`src/rtl/mux_arb_n_pkg.sv`:
```
// rtl/mux_arb_n_pkg.sv - shared types and helpers for the N-channel registered arbiter mux
// Contents: mode_e (select mode), clog2_min1 (index width, never below 1 bit).
package mux_arb_pkg;

    typedef enum logic {
        MODE_SEL = 1'b0,
        MODE_RR  = 1'b1
    } mode_e;

    // Index width for n channels; a single channel still needs a 1-bit index.
    function automatic int clog2_min1(input int n);
        int w;
        w = 0;
        while ((1 << w) < n) begin
            w++;
        end
        return (w < 1) ? 1 : w;
    endfunction

endpackage

```
`src/rtl/mux_arb_n_if.sv`:
```
// rtl/mux_arb_n_if.sv - handshake bundle between N producers and one registered consumer
// Signals: in_data/in_valid/in_ready (producer side), mode/sel (selection control),
//          out_data/out_chan/out_valid/out_ready (consumer side).
// Modports: slave = the arbiter, master = the environment driving it.
interface mux_arb_n_if
    import mux_arb_pkg::*;
#(
    parameter  int WIDTH = 8,
    parameter  int N     = 8,
    localparam int SELW  = clog2_min1(N)
) ();

    logic [N*WIDTH-1:0] in_data;
    logic [N-1:0]       in_valid;
    logic [N-1:0]       in_ready;
    mode_e              mode;
    logic [SELW-1:0]    sel;
    logic [WIDTH-1:0]   out_data;
    logic [SELW-1:0]    out_chan;
    logic               out_valid;
    logic               out_ready;

    modport slave (
        input  in_data, in_valid, mode, sel, out_ready,
        output in_ready, out_data, out_chan, out_valid
    );

    modport master (
        output in_data, in_valid, mode, sel, out_ready,
        input  in_ready, out_data, out_chan, out_valid
    );

endinterface

```
`src/rtl/mux_arb_n_rr_pick.sv`:
```
// rtl/mux_arb_n_rr_pick.sv - combinational rotating priority encoder
// Ports: req (per-channel request), ptr (last granted index),
//        gnt_idx (first requester after ptr, wrapping), gnt_valid (any request).
module rr_pick
    import mux_arb_pkg::*;
#(
    parameter  int N    = 8,
    localparam int SELW = clog2_min1(N)
) (
    input  logic [N-1:0]    req,
    input  logic [SELW-1:0] ptr,
    output logic [SELW-1:0] gnt_idx,
    output logic            gnt_valid
);

    always_comb begin
        int idx;
        gnt_idx   = '0;
        gnt_valid = 1'b0;
        // Search ptr+1 .. ptr+N; ptr itself is visited last. Wrap by subtraction
        // so non-power-of-two N never yields an index >= N.
        for (int k = 1; k <= N; k++) begin
            idx = int'(ptr) + k;
            if (idx >= N) begin
                idx = idx - N;
            end
            if (!gnt_valid && req[idx]) begin
                gnt_idx   = SELW'(idx);
                gnt_valid = 1'b1;
            end
        end
    end

endmodule

```
`src/rtl/mux_arb_n.sv`:
```
// rtl/mux_arb_n.sv - N-channel registered mux with direct-select or round-robin arbitration
// Ports: clk, reset (sync, active-high), bus (mux_arb_n_if.slave).
// One cycle latency, one word per cycle; a held output word blocks all inputs.
module mux_arb_n
    import mux_arb_pkg::*;
#(
    parameter  int WIDTH = 8,
    parameter  int N     = 8,
    localparam int SELW  = clog2_min1(N)
) (
    input  logic        clk,
    input  logic        reset,
    mux_arb_n_if.slave  bus
);

    logic [SELW-1:0]    ptr;
    logic [SELW-1:0]    rr_idx;
    logic               rr_valid;
    logic [SELW-1:0]    grant;
    logic               grant_valid;
    logic               load;
    logic [N-1:0]       valid_at_sel;
    logic [N*WIDTH-1:0] data_shifted;
    logic [WIDTH-1:0]   grant_data;

    rr_pick #(.N(N)) u_rr_pick (
        .req       (bus.in_valid),
        .ptr       (ptr),
        .gnt_idx   (rr_idx),
        .gnt_valid (rr_valid)
    );

    assign load = !bus.out_valid || bus.out_ready;

    // Shifts keep out-of-range sel values from indexing past the vectors.
    assign valid_at_sel = bus.in_valid >> bus.sel;
    assign data_shifted = bus.in_data >> (int'(grant) * WIDTH);
    assign grant_data   = data_shifted[WIDTH-1:0];

    always_comb begin
        grant       = '0;
        grant_valid = 1'b0;
        if (bus.mode == MODE_RR) begin
            grant       = rr_idx;
            grant_valid = rr_valid;
        end else if (int'(bus.sel) < N && valid_at_sel[0]) begin
            grant       = bus.sel;
            grant_valid = 1'b1;
        end
    end

    // Ready never looks at in_data, only at validity, mode/sel and output state.
    always_comb begin
        bus.in_ready = '0;
        for (int i = 0; i < N; i++) begin
            bus.in_ready[i] = !reset && load && grant_valid && (int'(grant) == i);
        end
    end

    always_ff @(posedge clk) begin
        if (reset) begin
            bus.out_valid <= 1'b0;
            bus.out_data  <= '0;
            bus.out_chan  <= '0;
            ptr           <= SELW'(N - 1);
        end else if (load) begin
            if (grant_valid) begin
                bus.out_valid <= 1'b1;
                bus.out_data  <= grant_data;
                bus.out_chan  <= grant;
                if (bus.mode == MODE_RR) begin
                    ptr <= grant;
                end
            end else begin
                bus.out_valid <= 1'b0;
            end
        end
    end

endmodule

```
`src/flat_wrapper.sv`:
```
// flat-port wrapper written by rule: the top's interface ports become plain ports
module mux_arb_n_flat import mux_arb_pkg::*;
#(
    parameter  int WIDTH = 8,
    parameter  int N     = 8,
    localparam int SELW  = clog2_min1(N)
)
  (clk, reset, bus_in_data, bus_in_valid, bus_mode, bus_sel, bus_out_ready, bus_in_ready, bus_out_data, bus_out_chan, bus_out_valid);
  mux_arb_n_if #(.WIDTH(WIDTH), .N(N)) bus_i ();
  input  logic clk;
  input  logic reset;
  input wire logic [$bits(bus_i.in_data)-1:0] bus_in_data;
  input wire logic [$bits(bus_i.in_valid)-1:0] bus_in_valid;
  input wire logic [$bits(bus_i.mode)-1:0] bus_mode;
  input wire logic [$bits(bus_i.sel)-1:0] bus_sel;
  input wire logic [$bits(bus_i.out_ready)-1:0] bus_out_ready;
  output wire logic [$bits(bus_i.in_ready)-1:0] bus_in_ready;
  output wire logic [$bits(bus_i.out_data)-1:0] bus_out_data;
  output wire logic [$bits(bus_i.out_chan)-1:0] bus_out_chan;
  output wire logic [$bits(bus_i.out_valid)-1:0] bus_out_valid;
  assign bus_i.in_data = bus_in_data;
  assign bus_i.in_valid = bus_in_valid;
  assign bus_i.mode = bus_mode;
  assign bus_i.sel = bus_sel;
  assign bus_i.out_ready = bus_out_ready;
  assign bus_in_ready = bus_i.in_ready;
  assign bus_out_data = bus_i.out_data;
  assign bus_out_chan = bus_i.out_chan;
  assign bus_out_valid = bus_i.out_valid;
  mux_arb_n #(.WIDTH(WIDTH), .N(N)) u_core (.clk(clk), .reset(reset), .bus(bus_i));
endmodule
```
`config.mk`:
```
export PLATFORM = sky130hd
export DESIGN_NAME = mux_arb_n_flat
export DESIGN_NICKNAME = d
export VERILOG_FILES = /design/src/rtl/mux_arb_n_pkg.sv /design/src/rtl/mux_arb_n_if.sv /design/src/rtl/mux_arb_n_rr_pick.sv /design/src/rtl/mux_arb_n.sv /design/src/flat_wrapper.sv
export SDC_FILE = /design/constraint.sdc
export NUM_CORES = 1
export LEC_CHECK = 0
export BUFFER_PORTS_ARGS = -buffer_cell sky130_fd_sc_hd__buf_4
export CAP_MARGIN = 10
export CORE_MARGIN = 3
export CORE_UTILIZATION = 44
export DETAILED_ROUTE_END_ITERATION = 7
export HOLD_SLACK_MARGIN = 0.03
export PLACE_DENSITY = 0.83
export SKIP_LAST_GASP = 1
export SYNTH_ARGS = -nofsm -noshare
export SYNTH_HDL_FRONTEND = slang
export SYNTH_SLANG_ARGS = --single-unit
```
`constraint.sdc`:
```
create_clock -name clk -period 3.9 [get_ports clk]
set_clock_uncertainty 0.2 [all_clocks]
set_input_delay 0 -clock clk [delete_from_list [all_inputs] [get_ports clk]]
set_output_delay 0 -clock clk [all_outputs]
set_load 0.05 [all_outputs]
```
==> results of run 1 <==
==> cell usage in the layout (no fill, tap or decap), drive strengths merged, types with 2 or more instances in the layout <==
cell type / count
buf: 119
mux2i: 41
dlygate4sd3: 34
nor2: 24
nand2: 18
dfxtp: 15
a21oi: 13
o22ai: 12
mux4: 11
a221oi: 10
and2: 9
a211o: 9
a22oi: 8
inv: 7
mux2: 7
nand2b: 6
a211oi: 5
o211ai: 5
nor3: 4
nand3: 3
clkbuf: 3
nand4: 3
xnor2: 2
a2111oi: 2
o21ai: 2
nand3b: 2
o2111ai: 2
nor2b: 2
a21o: 2
and3: 2
or2: 2
a31oi: 2
ha: 2
==> path summary, 6_finish.rpt <==
| path | slack, ns | to | from |
|---|---|---|---|
| worst max-delay path | 0.06 | u_core.bus.out_data[3] | u_core.ptr[1] |
| worst min-delay path | 0.05 | u_core.bus.out_data[3] | bus_in_data[3] |
| worst max register to register | 0.06 | u_core.bus.out_data[3] | u_core.ptr[1] |
| worst min register to register | 0.28 | u_core.bus.out_data[5] | u_core.bus.out_data[5] |
==> cells in the mapped netlist, types with 4 or more instances <==
master / number / area share (%)
a22oi_1: 8 / 2.6
clkbuf_1: 4 / 0.64
and2_1: 9 / 2.4
a221oi_2: 9 / 5.8
buf_4: 4 / 1.3
nand2_1: 18 / 2.9
mux4_2: 11 / 11
o211ai_1: 5 / 1.6
nor3_1: 4 / 0.86
buf_6: 4 / 1.9
nor2_1: 21 / 3.4
inv_1: 5 / 0.81
o22ai_1: 12 / 3.2
a211oi_1: 5 / 1.6
a211o_1: 9 / 3.4
a21oi_1: 13 / 2.8
mux2i_1: 40 / 17
nand2b_1: 6 / 1.6
dfxtp_1: 15 / 13
==> stage by stage <==
step	worst slack (ns)	area [sq um]
floorplan	-0.174	2410
global placement	0.254	3240
detailed placement	0.161	3240
CTS	0.0215	3680
global route	-0.0559	3790
finish	0.0647	3790
==> power groups by stage <==
stage / sequential (mW) / combinational [mW] / clock [mW]
after global routing: 0.217 / 1.19 / 0.142
after global placement: 0.212 / 0.940 / 0
after floorplan: 0.318 / 0.598 / 0
after CTS: 0.211 / 1.02 / 0.133
after detailed placement: 0.214 / 0.956 / 0
final: 0.215 / 1.13 / 0.138
==> registers in the layout, indices dropped and copies added, names as in the netlist <==
name	cells
u_core.ptr	3
u_core.bus.out_data	8
u_core.bus.out_chan	3
u_core.bus.out_valid	1
==> cells by family after synthesis <==
group | after synthesis | synth area share, %
AO/OA/AOI/OAI | 81 | 29.2
XOR/XNOR | 2 | 1.40
adder cells (fa/ha/maj) | 2 | 1.08
buffers and inverters | 23 | 5.75
flip-flops | 15 | 12.9
multiplexers | 59 | 32.0
AND/OR/NAND/NOR | 78 | 17.7
==> final cells by class <==
cell class / instances / area share [%]
clock inverter: 1 / 0.132
clock buffer: 3 / 1.09
multi-input combinational: 222 / 52.8
inverter: 7 / 0.759
tap: 67 / 2.21
sequential: 15 / 8.02
timing repair buffer: 154 / 34.9
antenna: 1 / 0.0660
==> critical path: cells and delay by family, from the launching register on <==
family                     cells  cell delay [ns]
adders and majority gates      1             0.19
muxes                          3             0.82
DFF                            1             0.36
AOI/OAI and AO/OA              5             1.43
buffers and inverters          3             0.37
xor gates and xnor gates       1             0.35
==> metal layers <==
| metal | vias to the layer above | GRT usage (%) | share of wire [%] |
|---|---|---|---|
| met3 | 62 | 6.92 | 8.6 |
| met2 | 232 | 54.8 | 51 |
| met4 | 0 | 18.5 | 5.8 |
| met1 | 1440 | 36.2 | 34 |
| li1 | 1322 | - | - |
| met5 | - | 0 | 0 |
==> what timing repair did <==
| item | in CTS | in global routing |
|---|---|---|
| endpoints found under the hold margin | 15 | 0 |
| cloned | 1 | 0 |
| gates resized for setup | 1 | 14 |
| endpoints found under the setup margin | 3 | 14 |
| hold buffers | 34 | 0 |
| pin swaps | 1 | 3 |
| buffers inserted | 1 | 5 |
==> flow_summary.toml, run 1 <==
[drt]
via_per_inst = 6.50
detailroute.via_count = 3056
post-route-drc-count = 0
route.detailed.wl_per_inst_um = 22.7
drt_first_pass_iters = 6
route.final.wire_length_um = 10700
drt_iter0_drc = 327
ant_nets = 0

[yosys]
number_of_synthesized_flops_with_an_enable_pin = 0
netlist_instances = 260
synthDistinctLibCells = 57
synth.avg_cell_area_sq_um = 8.95
flop_and_latch_count_out_of_synthesis = 15
synth_ff_type = "dfxtp_1"
post_synth_instance_area_sq_mm = 0.00233
ys_async_sr_fraction_pct = 0
count_of_synthesis_stage_warnings_from_yosys = 0
syn_nets = 341
synth_seq_area_share_pct = 12.9

[finish]
layout.nets = 484
sequential_cell_area_sq_um = 304
final_layout_size_suffix_gt1_share_pct = 45.8
fill_cells = 286
multi_input_comb_area_sq_mm = 0.00200
post-route-util_pct = 77.2
instances_no_fill = 470
area.growth.synth_to_final_pct = 62.9

[hold_path]
hold_path.class = "in -> reg"
whs_path_depth = 4

[worst_setup_path]
worst_ep_arrival_time_ns = 3.79
path_max_fanout = 7
worst_ep_required_time_ns = 3.85
critPathSlowestCell = "a221o_2"
critical_path.most_common_cell = "mux2i_1"
critical_path_cell_sequence = "inv_2 > ha_4 > xnor2_2 > mux2_1 > a221o_2 > mux2i_1 > o2111a_1 > a221oi_4 > buf_12 > buf_4 > mux2i_1 > o22ai_1 > a211o_1"
worst_path_largest_cell_delay_ns = 0.42
setup.worst_path.class = "reg -> reg"
critical_path.startpoint_type = "flop"
setup.worst_path.end_class = "flop"
worstRegToRegCells = 13

[global_route]
initial_antenna_violation_count = 1
grt_pass1_wl_um = 15500
first_global_vias = 2977
grt_remaining_overflow = 0
maximum_number_of_pins_on_one_net_before_global_route_repair = 29
global_route.usage.total_pct = 31.9

[placed_design]
io_buffers = 98
numPlacedInstances = 424
place_hpwl_um = 6150
place_congestion = 0.993

[power_and_ir_drop]
design_power_total_mw = 1.49
switchingPower_mw = 0.719
combPwrFrac_pct = 76.3
switching_share_pct = 48.4
internal_power_mw = 0.767
seq_power_share_pct = 14.4
power.clock.fraction_pct = 9.3
power-per-cell-area_mw_per_mm2 = 392
p_leak_nw = 1.79
worst_ir_drop_vdd_mv = 0.312

[clocking]
clock_latency_ns = 0.26
cts-root-to-sink-buffers = 2
cts_clock_pin_slew_for_the_worst_setup_and_hold_paths_ns = 0.07
cts_inserted_buffers = 3
clock_tree.root_cell = "clkbuf_8"
tritoncts = "yes"
htree_levels = 1
clk_sink_count = 15

[sta]
worst_margin_slew_ns = 0.678
finalSetupViolations = 0
drv_slew = 0
relSlewSlack_pct = 54.4
post-route-min-period_ns = 3.84
period_share_pct = 98.3
finalHoldViolCount = 0
final.setup.tns_ns = 0
fmaxAchievable_ghz = 0.261
grt_setup_unrepaired = "true"
hold-worst-slack_ns = 0.0506

[floorplanning]
num_rows = 25
fp.dieH_um = 78.7
design.portCount = 99
fp.dieArea_sq_mm = 0.00620
placeableCoreArea_sq_mm = 0.00491
chipWidth_um = 78.7
initial_utilization_pct = 47.4

[job]
max_cap_violations = 0

[status]
outcome = "complete, no violations"
Power figures use the tool's default switching activity.
==> run 2: changes to the inputs <==
--- a/config.mk
+++ b/config.mk
@@ -5,13 +5,14 @@
 export SDC_FILE = /design/constraint.sdc
 export NUM_CORES = 1
 export LEC_CHECK = 0
+export ABC_AREA = 1
 export BUFFER_PORTS_ARGS = -buffer_cell sky130_fd_sc_hd__buf_4
 export CAP_MARGIN = 10
 export CORE_MARGIN = 3
-export CORE_UTILIZATION = 44
+export CORE_UTILIZATION = 43
 export DETAILED_ROUTE_END_ITERATION = 7
 export HOLD_SLACK_MARGIN = 0.03
-export PLACE_DENSITY = 0.83
+export PLACE_DENSITY = 0.82
 export SKIP_LAST_GASP = 1
 export SYNTH_ARGS = -nofsm -noshare
 export SYNTH_HDL_FRONTEND = slang
==> run 2 against run 1 <==
- critical path depth rose by 6
- power fell by 11%
- clock power fell by 4%
- sequential share of layout area rose by 1.0 points
- largest cell class unchanged
- critical path type unchanged
==> flow_summary.toml, run 2 <==
[yosys]
number_of_synthesized_flops_with_an_enable_pin = 0
synth_ff_type = "dfxtp_1"
ys_async_sr_fraction_pct = 0
flop_and_latch_count_out_of_synthesis = 15
post-synth-top-area-fraction_pct = 32.7
synthDistinctLibCells = 34
yosys-top-cells-area = "nand2_1, dfxtp_1, nand3_1"
count_of_synthesis_stage_warnings_from_yosys = 0
synthDominantAreaCellType = "nand2_1"
netlist_instances = 401
synth_seq_area_share_pct = 14.0
post_synth_instance_area_sq_mm = 0.00215
syn_nets = 482
post_synth_most_frequent_cells = "nand2_1, nand3_1, inv_1"
synth.avg_cell_area_sq_um = 5.35
post-synth-top-count-cell = "nand2_1"

[drt]
detailroute.via_count = 3028
ant_nets = 0
via_per_inst = 5.07
route.detailed.wl_per_inst_um = 12.9
drt_first_pass_iters = 5
post-route-drc-count = 0
route.final.wire_length_um = 7730
drt_iter0_drc = 223

[power_and_ir_drop]
p_leak_nw = 1.84
worst_ir_drop_vdd_mv = 0.288
seq_power_share_pct = 15.2
switching_share_pct = 52.1
power.clock.fraction_pct = 10.0
internal_power_mw = 0.636
combPwrFrac_pct = 74.7
switchingPower_mw = 0.692
power-per-cell-area_mw_per_mm2 = 401

[sta]
grt_setup_unrepaired = "false"
finalHoldViolCount = 0
finalSetupViolations = 0
final.setup.tns_ns = 0
drv_slew = 0
worst_slack_ns = 0.299
relSlewSlack_pct = 52.4
period_share_pct = 92.3
worst_margin_slew_ns = 0.711
fmaxAchievable_ghz = 0.278
post-route-min-period_ns = 3.60

[global_route]
grt.met1_usage_pct = 30.7
first_global_vias = 2863
maximum_number_of_pins_on_one_net_before_global_route_repair = 35
globalRoute.busiestLayer = "met2"
met3_usage_pct = 4.37
grt_util_met2_pct = 45.8
grt_remaining_overflow = 0
global_route.usage.total_pct = 25.5
grt_pass1_wl_um = 12600
initial_antenna_violation_count = 0

[floorplanning]
num_rows = 25
fp.dieH_um = 76.6
fp.dieArea_sq_mm = 0.00587
initial_utilization_pct = 44.8
design.portCount = 99
placeableCoreArea_sq_mm = 0.00479
chipWidth_um = 76.6

[clocking]
clock_tree.root_cell = "clkbuf_8"
clock_latency_ns = 0.25
cts_inserted_buffers = 3
htree_levels = 1
tritoncts = "yes"
cts-root-to-sink-buffers = 2
cts_clock_pin_slew_for_the_worst_setup_and_hold_paths_ns = 0.07
clk_sink_count = 15

[worst_setup_path]
critical_path.reg2reg.startpoint = "u_core.ptr[1]"
worst_ep_required_time_ns = 3.90
critical_path.startpoint_type = "flop"
path_max_fanout = 34
worst_ep_arrival_time_ns = 3.60
setup.worst_path.class = "reg -> reg"
crit_path_start = "u_core.ptr[1]"
setup.worst_path.end_class = "flop"
worstRegToRegCells = 19

[finish]
layout.nets = 612
layout_commonest_cell = "nand2_1"
area.growth.synth_to_final_pct = 54.3
top_library_cells_by_usage_in_the_layout_fill_and_taps_aside = "nand2_1, buf_4, nand3_1"
final_layout_size_suffix_gt1_share_pct = 26.6
largest_register_ff_count = 8
insertedDiodeCount = 0
fill_cells = 418
registers.top_by_ff_count = "u_core.bus.out_data"
reg_top3 = "u_core.bus.out_data: 8 flops, u_core.bus.out_chan: 3 flops, u_core.ptr: 3 flops"

[hold_path]
worst_hold_startpoint = "bus_in_data[31]"
whs_path_depth = 9
hold_path.class = "in -> reg"

[placed_design]
io_buffers = 98
place_hpwl_um = 5590
place_congestion = 0.945
dp_slack_ns = 0.656

[job]
max_cap_violations = 0

[status]
outcome = "complete, no violations"
## run 2: cell count changes after synthesis, moves of 10 or more
| cell | previous run | this run |
|---|---|---|
| nand3_1 | 3 | 56 |
| nand2_1 | 18 | 187 |
| inv_1 | 5 | 29 |
| o21ai_0 | 2 | 12 |
| mux4_2 | 11 | 0 |
| mux2i_1 | 40 | 0 |
| o22ai_1 | 12 | 1 |
## run 2: metrics by stage
stage,cells,util [%],power (mW),instance area (sq um),hold slack (ns)
5_1_grt,597,69.2,1.43,3310,0.0892
6_report,597,69.2,1.33,3310,0.0290
3_3_place_gp,557,60.7,1.08,2910,0.0337
3_5_place_dp,557,60.7,1.09,2910,0.0486
4_1_cts,595,68.8,1.30,3290,0.0304
2_1_floorplan,401,-,0.876,2150,-0.100
## run 2: final cells by class
class	count	area [sq um]	area share, %
clock buffer	3	41.3	1.25
tap	67	83.8	2.53
inverter	34	133	4.00
multi-input combinational	336	1590	48.1
clock inverter	1	5.00	0.151
sequential	15	300	9.07
timing repair buffer	141	1160	34.9
## run 2: critical path, stage by stage (launching register included)
cell	delay, ns
dfxtp_1	0.35
clkinv_2	0.07
ha_1	0.37
inv_2	0.14
nand3_1	0.13
nand3_2	0.12
nand2_4	0.07
nor2_4	0.17
nand4_4	0.12
nor2_4	0.14
nand2_1	0.12
nand3b_2	0.12
nand3_4	0.10
nand2_4	0.10
buf_12	0.21
nand2_1	0.07
a21oi_1	0.16
dlygate4sd3_1	0.60
o21ai_1	0.09
nand2_1	0.08
## run 2: cells by family after synthesis
family / count (synthesis) / synth area share [%]
AO/OA/AOI/OAI: 38 / 9.74
XOR/XNOR: 3 / 1.92
adder cells (fa/ha/maj): 2 / 1.17
buffers and inverters: 50 / 11.8
flip-flops: 15 / 14.0
AND/OR/NAND/NOR: 293 / 61.4
## run 2: final timing paths
path	endpoint	slack, ns
setup / recovery	u_core.bus.out_data[0]	0.30
hold / removal	u_core.bus.out_data[7]	0.03
setup reg to reg	u_core.bus.out_data[0]	0.30
hold reg to reg	u_core.bus.out_data[2]	0.31
## run 2: repair_timing
action	in CTS	in global routing
setup buffers	0	2
hold buffers	34	0
resized for setup	0	4
setup endpoints to repair	0	6
endpoints found under the hold margin	11	0
## run 2: power groups by stage
stage / logic, mW / registers [mW] / clock network (mW)
after global placement: 0.880 / 0.205 / 0
after CTS: 0.961 / 0.202 / 0.134
after detailed placement: 0.884 / 0.205 / 0
after floorplan: 0.590 / 0.286 / 0
after global routing: 1.09 / 0.206 / 0.138
final: 0.992 / 0.202 / 0.133
## run 2: per-layer routing
layer	vias to the layer above	routed length [um]
li1	1544	-
met1	1345	3230
met2	115	3870
met3	24	424
met4	0	209
met5	-	0
